===== config.mk =====
export PLATFORM = sky130hd
export DESIGN_NAME = hy_cnt_arb_flat
export DESIGN_NICKNAME = d
export VERILOG_FILES = /design/src/rtl/hy_cnt_arb_pkg.sv /design/src/rtl/hy_cnt_arb_if.sv /design/src/rtl/hy_rr_arb.sv /design/src/rtl/hy_cnt_arb.sv /design/src/flat_wrapper.sv
export SDC_FILE = /design/constraint.sdc
export NUM_CORES = 1
export LEC_CHECK = 0
export ABC_AREA = 1
export BUFFER_PORTS_ARGS = -buffer_cell sky130_fd_sc_hd__buf_2
export CAP_MARGIN = 20
export CORE_ASPECT_RATIO = 1.75
export CORE_MARGIN = 4
export CORE_UTILIZATION = 49
export DETAILED_ROUTE_END_ITERATION = 10
export PLACE_DENSITY_LB_ADDON = 0.15
export SYNTH_ARGS = -nofsm -noshare
export SYNTH_HDL_FRONTEND = slang
export SYNTH_SLANG_ARGS = --single-unit

===== constraint.sdc =====
create_clock -name clk -period 2.4 [get_ports clk]
set_input_delay 0.24 -clock clk [delete_from_list [all_inputs] [get_ports clk]]
set_output_delay 0.24 -clock clk [all_outputs]
set_load 0.02 [all_outputs]

===== src/rtl/hy_cnt_arb_pkg.sv =====
// Shared definitions for the hyCnt timer arbiter: FSM encodings and default widths.
// Latency: n/a (types and constants only).
// Backpressure: n/a.
package hy_cnt_arb_pkg;

   localparam int C_WIDTH_DEF = 8;   // interval / hyCnt width
   localparam int C_NREQ_DEF  = 4;   // number of requesters
   localparam int C_IDX_W_DEF = 2;   // owner index width, >= clog2(C_NREQ)

   typedef enum logic [1:0] {
      IDLE = 2'd0,
      LOAD = 2'd1,
      RUN  = 2'd2,
      DONE = 2'd3
   } state_t;

endpackage


===== src/rtl/hy_cnt_arb_if.sv =====
// Bundle between the requesters, the arbiter and the shared hyCnt timer.
// Latency: n/a (wires only).
// Backpressure: req is a level held by the requester until done or until it aborts.
// Ports: req/len from requesters; gnt/done/busy/gnt_idx back to them;
//        cnt_in/cnt_ld to hyCnt, cnt_int from hyCnt.
//        master = arbiter side, slave = requesters + counter side.
interface hy_cnt_arb_if
   import hy_cnt_arb_pkg::*;
#(
   parameter int C_WIDTH = C_WIDTH_DEF,
   parameter int C_NREQ  = C_NREQ_DEF,
   parameter int C_IDX_W = C_IDX_W_DEF
);

   logic [C_NREQ-1:0]         req;
   logic [C_NREQ*C_WIDTH-1:0] len;
   logic [C_NREQ-1:0]         gnt;
   logic [C_NREQ-1:0]         done;
   logic                      busy;
   logic [C_IDX_W-1:0]        gnt_idx;
   logic [C_WIDTH-1:0]        cnt_in;
   logic                      cnt_ld;
   logic                      cnt_int;

   modport master (
      input  req, len, cnt_int,
      output gnt, done, busy, gnt_idx, cnt_in, cnt_ld
   );

   modport slave (
      output req, len, cnt_int,
      input  gnt, done, busy, gnt_idx, cnt_in, cnt_ld
   );

endinterface


===== src/rtl/hy_rr_arb.sv =====
// Combinational round-robin picker; optional fixed top priority for requester 0.
// Latency: zero cycles (pure combinational).
// Backpressure: none; caller decides when to act on the winner.
// Ports: req (request vector), ptr (first index searched), prio (requester 0 wins
//        outright, others rotate) -> win_oh (one-hot winner), win_idx, win_vld.
module hy_rr_arb #(
   parameter int C_NREQ  = 4,
   parameter int C_IDX_W = 2
) (
   input  logic [C_NREQ-1:0]  req,
   input  logic [C_IDX_W-1:0] ptr,
   input  logic               prio,
   output logic [C_NREQ-1:0]  win_oh,
   output logic [C_IDX_W-1:0] win_idx,
   output logic               win_vld
);

   always_comb begin
      win_oh  = '0;
      win_idx = '0;
      win_vld = 1'b0;
      if (prio && req[0]) begin
         win_oh[0] = 1'b1;
         win_vld   = 1'b1;
      end else begin
         // Walk candidates ptr, ptr+1, ... (mod C_NREQ); the inner loop keeps
         // every select index a loop constant. In prio mode requester 0 is
         // already handled above, so it is skipped in the rotation.
         for (int k = 0; k < C_NREQ; k++) begin
            for (int i = 0; i < C_NREQ; i++) begin
               if (!win_vld && req[i] && !(prio && i == 0) &&
                   i == (int'(ptr) + k) % C_NREQ) begin
                  win_oh[i] = 1'b1;
                  win_idx   = C_IDX_W'(i);
                  win_vld   = 1'b1;
               end
            end
         end
      end
   end

endmodule


===== src/rtl/hy_cnt_arb.sv =====
// Round-robin scheduler sharing one hyCnt countdown timer among C_NREQ requesters.
// Latency: gnt+cnt_ld one cycle after the IDLE decision; done the cycle after cnt_int is taken.
// Backpressure: non-owners stay pending while busy; owner dropping req in LOAD/RUN aborts.
// Ports: clk, rst_n (async, active low); bus (hy_cnt_arb_if.master) carries
//        req/len in, gnt/done/busy/gnt_idx out, cnt_in/cnt_ld to hyCnt, cnt_int back.
// Build option: define HY_CNT_ARB_PRIO_EN to give requester 0 fixed top priority in IDLE.
module hy_cnt_arb
   import hy_cnt_arb_pkg::*;
#(
   parameter int C_WIDTH = C_WIDTH_DEF,
   parameter int C_NREQ  = C_NREQ_DEF,
   parameter int C_IDX_W = C_IDX_W_DEF
) (
   input logic          clk,
   input logic          rst_n,
   hy_cnt_arb_if.master bus
);

`ifdef HY_CNT_ARB_PRIO_EN
   localparam logic C_PRIO = 1'b1;
`else
   localparam logic C_PRIO = 1'b0;
`endif

   state_t             state_q, state_d;
   logic [C_NREQ-1:0]  gnt_q,   gnt_d;
   logic [C_IDX_W-1:0] idx_q,   idx_d;
   logic [C_IDX_W-1:0] ptr_q,   ptr_d;
   logic [C_WIDTH-1:0] cnt_q,   cnt_d;
   logic               zero_q,  zero_d;

   logic [C_NREQ-1:0]  win_oh;
   logic [C_IDX_W-1:0] win_idx;
   logic               win_vld;
   logic [C_WIDTH-1:0] win_len;
   logic [C_IDX_W-1:0] nxt_ptr;
   logic               owner_req;

   hy_rr_arb #(
      .C_NREQ  (C_NREQ),
      .C_IDX_W (C_IDX_W)
   ) u_rr (
      .req     (bus.req),
      .ptr     (ptr_q),
      .prio    (C_PRIO),
      .win_oh  (win_oh),
      .win_idx (win_idx),
      .win_vld (win_vld)
   );

   always_comb begin
      win_len = '0;
      for (int i = 0; i < C_NREQ; i++) begin
         if (win_oh[i]) win_len = bus.len[i*C_WIDTH +: C_WIDTH];
      end
   end

   // gnt_q is one-hot while busy, so masking avoids a variable bit-select.
   assign owner_req = |(bus.req & gnt_q);
   // The just-served owner drops to lowest priority.
   assign nxt_ptr   = (idx_q == C_IDX_W'(C_NREQ - 1)) ? '0 : idx_q + 1'b1;

   always_comb begin
      state_d = state_q;
      gnt_d   = gnt_q;
      idx_d   = idx_q;
      ptr_d   = ptr_q;
      cnt_d   = cnt_q;
      zero_d  = zero_q;
      case (state_q)
         IDLE: begin
            if (win_vld) begin
               gnt_d   = win_oh;
               idx_d   = win_idx;
               cnt_d   = win_len;
               zero_d  = (win_len == '0);
               state_d = LOAD;
            end
         end
         LOAD: begin
            // A zero-length interval still occupies this slot with the strobe
            // suppressed, so done lands two cycles after the decision and
            // the counter is never touched.
            if (!owner_req) begin
               state_d = IDLE;
               gnt_d   = '0;
               ptr_d   = nxt_ptr;
            end else if (zero_q) begin
               state_d = DONE;
            end else begin
               state_d = RUN;
            end
         end
         RUN: begin
            // Abort is checked first so it wins over a coincident cnt_int.
            if (!owner_req) begin
               state_d = IDLE;
               gnt_d   = '0;
               ptr_d   = nxt_ptr;
            end else if (bus.cnt_int) begin
               state_d = DONE;
            end
         end
         DONE: begin
            state_d = IDLE;
            gnt_d   = '0;
            ptr_d   = nxt_ptr;
         end
         default: state_d = IDLE;
      endcase
   end

   always_ff @(posedge clk or negedge rst_n) begin
      if (!rst_n) begin
         state_q <= IDLE;
         gnt_q   <= '0;
         idx_q   <= '0;
         ptr_q   <= '0;
         cnt_q   <= '0;
         zero_q  <= 1'b0;
      end else begin
         state_q <= state_d;
         gnt_q   <= gnt_d;
         idx_q   <= idx_d;
         ptr_q   <= ptr_d;
         cnt_q   <= cnt_d;
         zero_q  <= zero_d;
      end
   end

   assign bus.gnt     = gnt_q;
   assign bus.done    = (state_q == DONE) ? gnt_q : '0;
   assign bus.busy    = (state_q != IDLE);
   assign bus.gnt_idx = idx_q;
   assign bus.cnt_in  = cnt_q;
   assign bus.cnt_ld  = (state_q == LOAD) && !zero_q;

endmodule


===== src/flat_wrapper.sv =====
// flat-port wrapper written by rule: the top's interface ports become plain ports
module hy_cnt_arb_flat import hy_cnt_arb_pkg::*;
#(
   parameter int C_WIDTH = C_WIDTH_DEF,
   parameter int C_NREQ  = C_NREQ_DEF,
   parameter int C_IDX_W = C_IDX_W_DEF
)
  (clk, rst_n, bus_req, bus_len, bus_cnt_int, bus_gnt, bus_done, bus_busy, bus_gnt_idx, bus_cnt_in, bus_cnt_ld);
  hy_cnt_arb_if #(.C_WIDTH(C_WIDTH), .C_NREQ(C_NREQ), .C_IDX_W(C_IDX_W)) bus_i ();
  input logic clk;
  input logic rst_n;
  input wire logic [$bits(bus_i.req)-1:0] bus_req;
  input wire logic [$bits(bus_i.len)-1:0] bus_len;
  input wire logic [$bits(bus_i.cnt_int)-1:0] bus_cnt_int;
  output wire logic [$bits(bus_i.gnt)-1:0] bus_gnt;
  output wire logic [$bits(bus_i.done)-1:0] bus_done;
  output wire logic [$bits(bus_i.busy)-1:0] bus_busy;
  output wire logic [$bits(bus_i.gnt_idx)-1:0] bus_gnt_idx;
  output wire logic [$bits(bus_i.cnt_in)-1:0] bus_cnt_in;
  output wire logic [$bits(bus_i.cnt_ld)-1:0] bus_cnt_ld;
  assign bus_i.req = bus_req;
  assign bus_i.len = bus_len;
  assign bus_i.cnt_int = bus_cnt_int;
  assign bus_gnt = bus_i.gnt;
  assign bus_done = bus_i.done;
  assign bus_busy = bus_i.busy;
  assign bus_gnt_idx = bus_i.gnt_idx;
  assign bus_cnt_in = bus_i.cnt_in;
  assign bus_cnt_ld = bus_i.cnt_ld;
  hy_cnt_arb #(.C_WIDTH(C_WIDTH), .C_NREQ(C_NREQ), .C_IDX_W(C_IDX_W)) u_core (.clk(clk), .rst_n(rst_n), .bus(bus_i));
endmodule

==> results of run 1 <==
-- where the power goes --
part	leakage [nW]	internal [mW]	switching [mW]
sequential	0.239	0.467	0.112
clock	0.0255	0.116	0.114
combinational	0.866	0.593	1.15
-- worst paths after layout --
check	start	slack, ns	cells after the start	to
setup / recovery	u_core.ptr_q[0]$_DFFE_PN0P_	0.09	19	u_core.zero_q$_DFFE_PN0P_
hold / removal	bus_len[22]	0.34	5	u_core.bus.cnt_in[6]$_DFFE_PN0P_
setup reg to reg	u_core.ptr_q[0]$_DFFE_PN0P_	0.09	19	u_core.zero_q$_DFFE_PN0P_
hold reg to reg	u_core.bus.cnt_in[2]$_DFFE_PN0P_	0.50	2	u_core.bus.cnt_in[2]$_DFFE_PN0P_
max in group asynchronous	rst_n	1.62	2	u_core.ptr_q[1]$_DFFE_PN0P_
min in group asynchronous	rst_n	0.44	2	u_core.bus.cnt_in[4]$_DFFE_PN0P_
-- cell families (layout without fill, tap and decap cells) --
kind of cell,Yosys count,after routing,share of synthesized area [%]
compound gates,31,31,12.0
fa+ha+maj,5,5,4.11
buf+inv,40,104,10.5
flops,19,19,31.3
simple gates,137,137,42.1
-- critical path, delay by kind of cell, from the launching register on --
kind | cells | cell delay (ns)
AND/OR/NAND/NOR | 17 | 1.59
flip-flops | 1 | 0.43
buffers and inverters | 2 | 0.17
-- metal layers --
layer,routed length [microns],GRT usage [%],up-vias
li1,-,-,873
met1,1560,22.8,764
met2,2290,44.1,90
met3,308,3.63,25
met4,244,16.6,0
met5,0,0,-
-- through the flow --
step,hold slack (ns),setup WS [ns],setup TNS (ns)
final,0.337,0.0885,0
after global placement,0.202,0.0190,0
after CTS,0.342,0.00676,0
after floorplan,-0.0556,0.389,0
after global routing,0.376,-0.145,-0.208
after detailed placement,0.211,-0.00404,-0.00404
-- sequential cells by signal (all words and copies together) (netlist names) --
signal              count
u_core.ptr_q            2
u_core.bus.gnt_idx      2
u_core.bus.gnt          4
u_core.bus.cnt_in       8
u_core.state_q          2
u_core.zero_q           1
-- placed cells by master, fill, tap and decap left out, types with 2 or more instances in the layout --
| master | instances |
|---|---|
| o21ai_1 | 9 |
| clkbuf_8 | 3 |
| buf_2 | 58 |
| a31oi_1 | 2 |
| nand2_2 | 4 |
| dfrtp_2 | 2 |
| dfrtp_1 | 17 |
| nor2_1 | 29 |
| nor3_1 | 3 |
| nand3_2 | 4 |
| a21oi_1 | 5 |
| nand4_2 | 2 |
| nand4_1 | 6 |
| nand3_1 | 15 |
| nor2_2 | 4 |
| nor2_4 | 2 |
| inv_1 | 35 |
| inv_2 | 2 |
| buf_4 | 3 |
| ha_1 | 5 |
| o22ai_1 | 2 |
| o21ai_0 | 6 |
| nand2_1 | 63 |
-- repair_timing --
action,CTS,global route
hold endpoints to repair,19,0
hold buffers,1,0
gates resized for setup,2,13
buffers inserted,0,0
setup endpoints to repair,1,14
pin swaps,0,1
-- cell type report --
class	instances	area (sq um)	area share, %
inverter	38	148	7.43
timing repair buffer	62	323	16.2
tap	42	52.6	2.64
clock inverter	1	5.00	0.252
multi-input combinational	173	940	47.3
sequential	19	478	24.1
clock buffer	3	41.3	2.08
==> key figures, run 1 <==
Run status
  • Status: complete, no violations

GRT
  • First-pass GRT wire length: 7450 microns
  • Vias in the first global route: 1798
  • Grt ovf: 0
  • Initial antenna violation count: 0
  • Largest net degree at the start of global routing: 20
  • GRT Util Overall: 23.5%

Timing
  • Max-slew violation count: 0
  • Relative slew slack: 69.5%
  • Max Clock Freq: 433 MHz
  • Hold Vio Cnt, Final: 0
  • RSZ-0062 raised after global routing: yes
  • Final clock skew: 0.00623 ns
  • Final min period: 2.31 ns
  • Setup violators final: 0
  • Fin crit share: 96.3%
  • Least-Margin Pin Slew: 0.457 ns

Critical path
  • Crit-path max FO: 9
  • Most used cell, CP: nand2_1
  • Max stage delay on crit path: 0.43 ns
  • Worst setup EP type: flop
  • Critical Path AT: 2.47 ns
  • CP Launch Type: flop
  • Critical-path cell list: inv_1, nand3_2, nand3_1, nor2_1, nand4_1, nor2_2, nand4_1, nor2_2, nand3_2, nand2_4, inv_1, nand2_1, nand2_1, nand3_1, nand2_1, nand2_1, nor2_1, nand2_1, nand2_1
  • CP required: 2.56 ns
  • WS Path Type: reg2reg
  • CP max stage cell: dfrtp_2

Yosys
  • Syn Area/Cell: 6.56 sq um
  • Synth Net Count: 276
  • Asr flop ratio synth: between 90% and 100%
  • Biggest area consumer among synthesized cells: dfrtp_1
  • Post-synth EDFFs: 0
  • Mapped Cells: between 200 and 250
  • Library cells used by synthesis: 32
  • Main flop type after synthesis: dfrtp_1
  • Top cells by count, synth: 64 x nand2_1, 35 x inv_1, 31 x nor2_1
  • Top cells by area, synth: dfrtp_1 31%, nand2_1 16%, inv_1 8.6%
  • Yosys warns: 0
  • Register area share after synthesis: 31.3%
  • Post-synthesis register bit count: 19
  • Top cell type's share of synthesized area: 31.3%
  • Cell area after synthesis: 1520 sq um
  • Most common cell in the netlist: nand2_1

Route
  • Routed length per instance: 13.0 microns
  • First drt pass iteration count: 4
  • DRC violations left: 0
  • ANT nets after route: 0
  • DRT iter0 DRCs: 37
  • Vias per cell: just over 5
  • Drt total wl: between 4000 and 5000 microns
  • Vias: 1752

Cells and area
  • Design area: 1990 sq um
  • Layout fillers: 285
  • Area grow syn2layout: 30.6%
  • Core Util, Final: 67.1%
  • Layout cells sized above 1: 31.1%
  • Non-Filler Instances: 338
  • Number of diodes: 0
  • Nets@finish: 341

Clocking
  • CTS tree: done
  • Clk Latency, worst-skew pair: 0.26 ns
  • Sink Count: 19
  • Cts bufs inserted: 3
  • Clock Tree Buf Depth: 2
  • H-tree depth: 1
  • Root buffer cell: clkbuf_8
  • Clk slew on worst S/H paths: approximately 0.08 ns

Placement
  • Hpwl dp: approximately 3600 microns
  • Placed Area: roughly 1900 sq um
  • # port buffers: 58
  • RD Place Congestion: 0.942
  • Dpl cells: 333

Floorplan
  • Die area: ~4100 sq um
  • Die width: 50.1 microns
  • Row cnt: 26
  • # IOs: 59
  • Initial Util: a little over 50%
  • Die Y-Extent: between 80 and 90 microns
  • Core footprint: just under 3000 sq um

Power and ir drop
  • Final total power: ~2.6 mW
  • Static leakage: 1.13 nW
  • PwrDens: 1280 nW/um^2
  • Max IR drop VDD: 0.623 mV

Worst hold path
  • Hold Crit Class: in2reg

Flow run
  • Max Cap Viol: 0
No activity file was read; power rests on OpenSTA's default activity.
==> run 2: changes to the inputs <==
--- a/config.mk
+++ b/config.mk
@@ -13,6 +13,8 @@
 export CORE_UTILIZATION = 49
 export DETAILED_ROUTE_END_ITERATION = 10
 export PLACE_DENSITY_LB_ADDON = 0.15
+export RECOVER_POWER = 50
+export SKIP_LAST_GASP = 1
 export SYNTH_ARGS = -nofsm -noshare
 export SYNTH_HDL_FRONTEND = slang
 export SYNTH_SLANG_ARGS = --single-unit
==> run 2 against run 1 <==
Total power fell by 0.57%. Flip-flop and latch count unchanged. First-iteration DRC count rose by 8.1%. Wire length grew 0.18%. Highest routed layer unchanged.
==> key figures, run 2 (synthesis gave the netlist of run 1 again) <==
Cells and area
  • Commonest non-fill, non-tap cells in the layout: 63 x nand2_1, 50 x buf_2, 35 x inv_1
  • Layout fillers: 286 (+0.35%)
  • Core Util, Final: 66.8% (-0.34 points)
  • Commonest non-fill, non-tap cell in the layout: nand2_1
  • Layout cells sized above 1: 28.4% (-2.7 points)
  • Area grow syn2layout: 29.9%
  • Nets@finish: 341 (unchanged)
  • Max reg flops: 8 (unchanged)
  • Number of diodes: 0 (unchanged)
  • Design area: 1980 sq um (-0.50%)

Floorplan
  • Initial Util: 51.4% (unchanged)
  • Die Y-Extent: 81.7 microns (unchanged)
  • Die width: 50.1 microns (unchanged)
  • Die area: 4100 sq um (unchanged)
  • Core footprint: 2960 sq um (unchanged)
  • Row cnt: 26 (unchanged)
  • # IOs: 59 (unchanged)

GRT
  • First-pass GRT wire length: 7450 microns (unchanged)
  • Initial antenna violation count: 0 (unchanged)
  • GRT Util Overall: 23.5% (unchanged)
  • Vias in the first global route: 1798 (unchanged)
  • Grt ovf: 0 (unchanged)
  • Largest net degree at the start of global routing: 20 (unchanged)

Run status
  • Status: complete, no violations

Clocking
  • Clk slew on worst S/H paths: 0.08 ns (about the same)
  • Clock Tree Buf Depth: 2 (unchanged)
  • Sink Count: 19 (unchanged)
  • CTS tree: done
  • Cts bufs inserted: 3 (unchanged)
  • Clk Latency, worst-skew pair: 0.26 ns (about the same)
  • Root buffer cell: clkbuf_8
  • H-tree depth: 1 (unchanged)
  • Setup Buffers After CTS: 0 (unchanged)

Power and ir drop
  • Static leakage: 1.10 nW (-2.3%)
  • PwrDens: 1280 nW/um^2 (about the same)
  • Max IR drop VDD: 0.621 mV (-0.43%)

Timing
  • Final clock skew: 0.00659 ns (+0.000360 ns)
  • Relative slew slack: 27.4% (-42 points)
  • Aggregate negative setup slack: 0 ns (unchanged)
  • Setup violators final: 0 (unchanged)
  • RSZ-0062 raised after global routing: yes
  • Final min period: 2.31 ns (-0.00450 ns)
  • Fin crit share: 96.1% (-0.19 points)
  • Max-slew violation count: 0 (unchanged)
  • Max Clock Freq: 433 MHz (+0.20%)
  • Hold Vio Cnt, Final: 0 (unchanged)
  • Least-Margin Pin Slew: 1.09 ns (+0.631 ns)

Worst hold path
  • Hold Crit Class: in2reg
  • Worst Hold Depth: 5 (unchanged)
  • Worst hold start: bus_len[22]
  • Hold Path Sink: u_core.bus.cnt_in[6]$_DFFE_PN0P_

Route
  • First drt pass iteration count: 4 (unchanged)
  • DRT iter0 DRCs: 40 (+8.1%)
  • Vias: 1744 (-0.46%)
  • Drt total wl: 4410 microns (+0.18%)
  • Routed length per instance: 13.1 microns (+0.18%)
  • ANT nets after route: 0 (unchanged)
  • DRC violations left: 0 (unchanged)
  • Vias per cell: 5.16 (-0.46%)

Critical path
  • Crit-path max FO: 9 (unchanged)
  • Critical Path AT: 2.47 ns (about the same)
  • Worst r2r src: u_core.ptr_q[0]$_DFFE_PN0P_
  • CP Launch Type: flop
  • CP required: 2.56 ns (about the same)
  • Worst setup EP type: flop
  • WS Path Type: reg2reg
  • FF-to-FF End: u_core.zero_q$_DFFE_PN0P_
  • Flop2flop setup slack: 0.09 ns (about the same)
  • R2r worst-path depth: 19 (unchanged)

Placement
  • Placed Area: 1870 sq um (unchanged)
  • RD Place Congestion: 0.942 (unchanged)
  • # port buffers: 58 (unchanged)
  • Hpwl dp: 3570 microns (unchanged)

Flow run
  • Max Cap Viol: 0 (unchanged)
[run 2: repair_timing]
action | 4_1_cts | 5_1_grt
hold buffers | 1 | 0
resized for setup | 2 | 13
pin swaps | 0 | 1
endpoints found under the hold margin | 19 | 0
endpoints found under the setup margin | 1 | 14
[run 2: worst max-delay path by stage]
| stage | end | from |
|---|---|---|
| final | u_core.zero_q$_DFFE_PN0P_ | u_core.ptr_q[0]$_DFFE_PN0P_ |
| after global placement | u_core.zero_q$_DFFE_PN0P_ | u_core.ptr_q[0]$_DFFE_PN0P_ |
| after global routing | u_core.zero_q$_DFFE_PN0P_ | u_core.ptr_q[0]$_DFFE_PN0P_ |
| after detailed placement | u_core.zero_q$_DFFE_PN0P_ | u_core.ptr_q[0]$_DFFE_PN0P_ |
| after floorplan | u_core.zero_q$_DFFE_PN0P_ | u_core.ptr_q[0]$_DFFE_PN0P_ |
| after CTS | u_core.zero_q$_DFFE_PN0P_ | u_core.ptr_q[0]$_DFFE_PN0P_ |
[run 2: layer usage]
metal,up-vias,part of all wire [%],track usage [%]
li1,876,-,-
met1,760,36,22.8
met2,85,52,44.1
met3,23,6.4,3.63
met4,0,5.5,16.6
met5,-,0,0
[run 2: where the power goes]
group	internal (mW)	switching, mW
combinational	0.578	1.15
clock	0.116	0.114
sequential	0.467	0.114
[run 2: worst max-delay path, cell delays in order (launching register included)]
cell,delay (ns)
dfrtp_2,0.43
inv_1,0.09
nand3_2,0.10
nand3_1,0.08
nor2_1,0.12
nand4_1,0.15
nor2_2,0.15
nand4_1,0.14
nor2_2,0.17
nand3_2,0.11
nand2_4,0.13
inv_1,0.08
nand2_1,0.06
nand2_1,0.05
nand3_1,0.06
nand2_1,0.08
nand2_1,0.06
nor2_1,0.04
nand2_1,0.05
nand2_1,0.04
[run 2: cell type report]
cell class	count	area, sq um	area share [%]
multi-input cells	173	940	47.5
flip-flops and latches	19	478	24.2
repair buffers	62	313	15.8
inverters	38	148	7.47
well taps	42	52.6	2.66
clock buffers	3	41.3	2.09
clock inverters	1	5.00	0.253
[run 2: metrics by stage]
| stage | hold slack, ns | setup slack (ns) | cells | total power [mW] |
|---|---|---|---|---|
| after CTS | 0.342 | 0.00676 | 338 | 2.50 |
| after global placement | 0.202 | 0.0190 | 333 | 2.23 |
| after detailed placement | 0.211 | -0.00404 | 333 | 2.24 |
| final | 0.337 | 0.0930 | 338 | 2.54 |
| after floorplan | -0.0556 | 0.389 | 232 | 1.79 |
| after global routing | 0.376 | -0.145 | 338 | 2.79 |
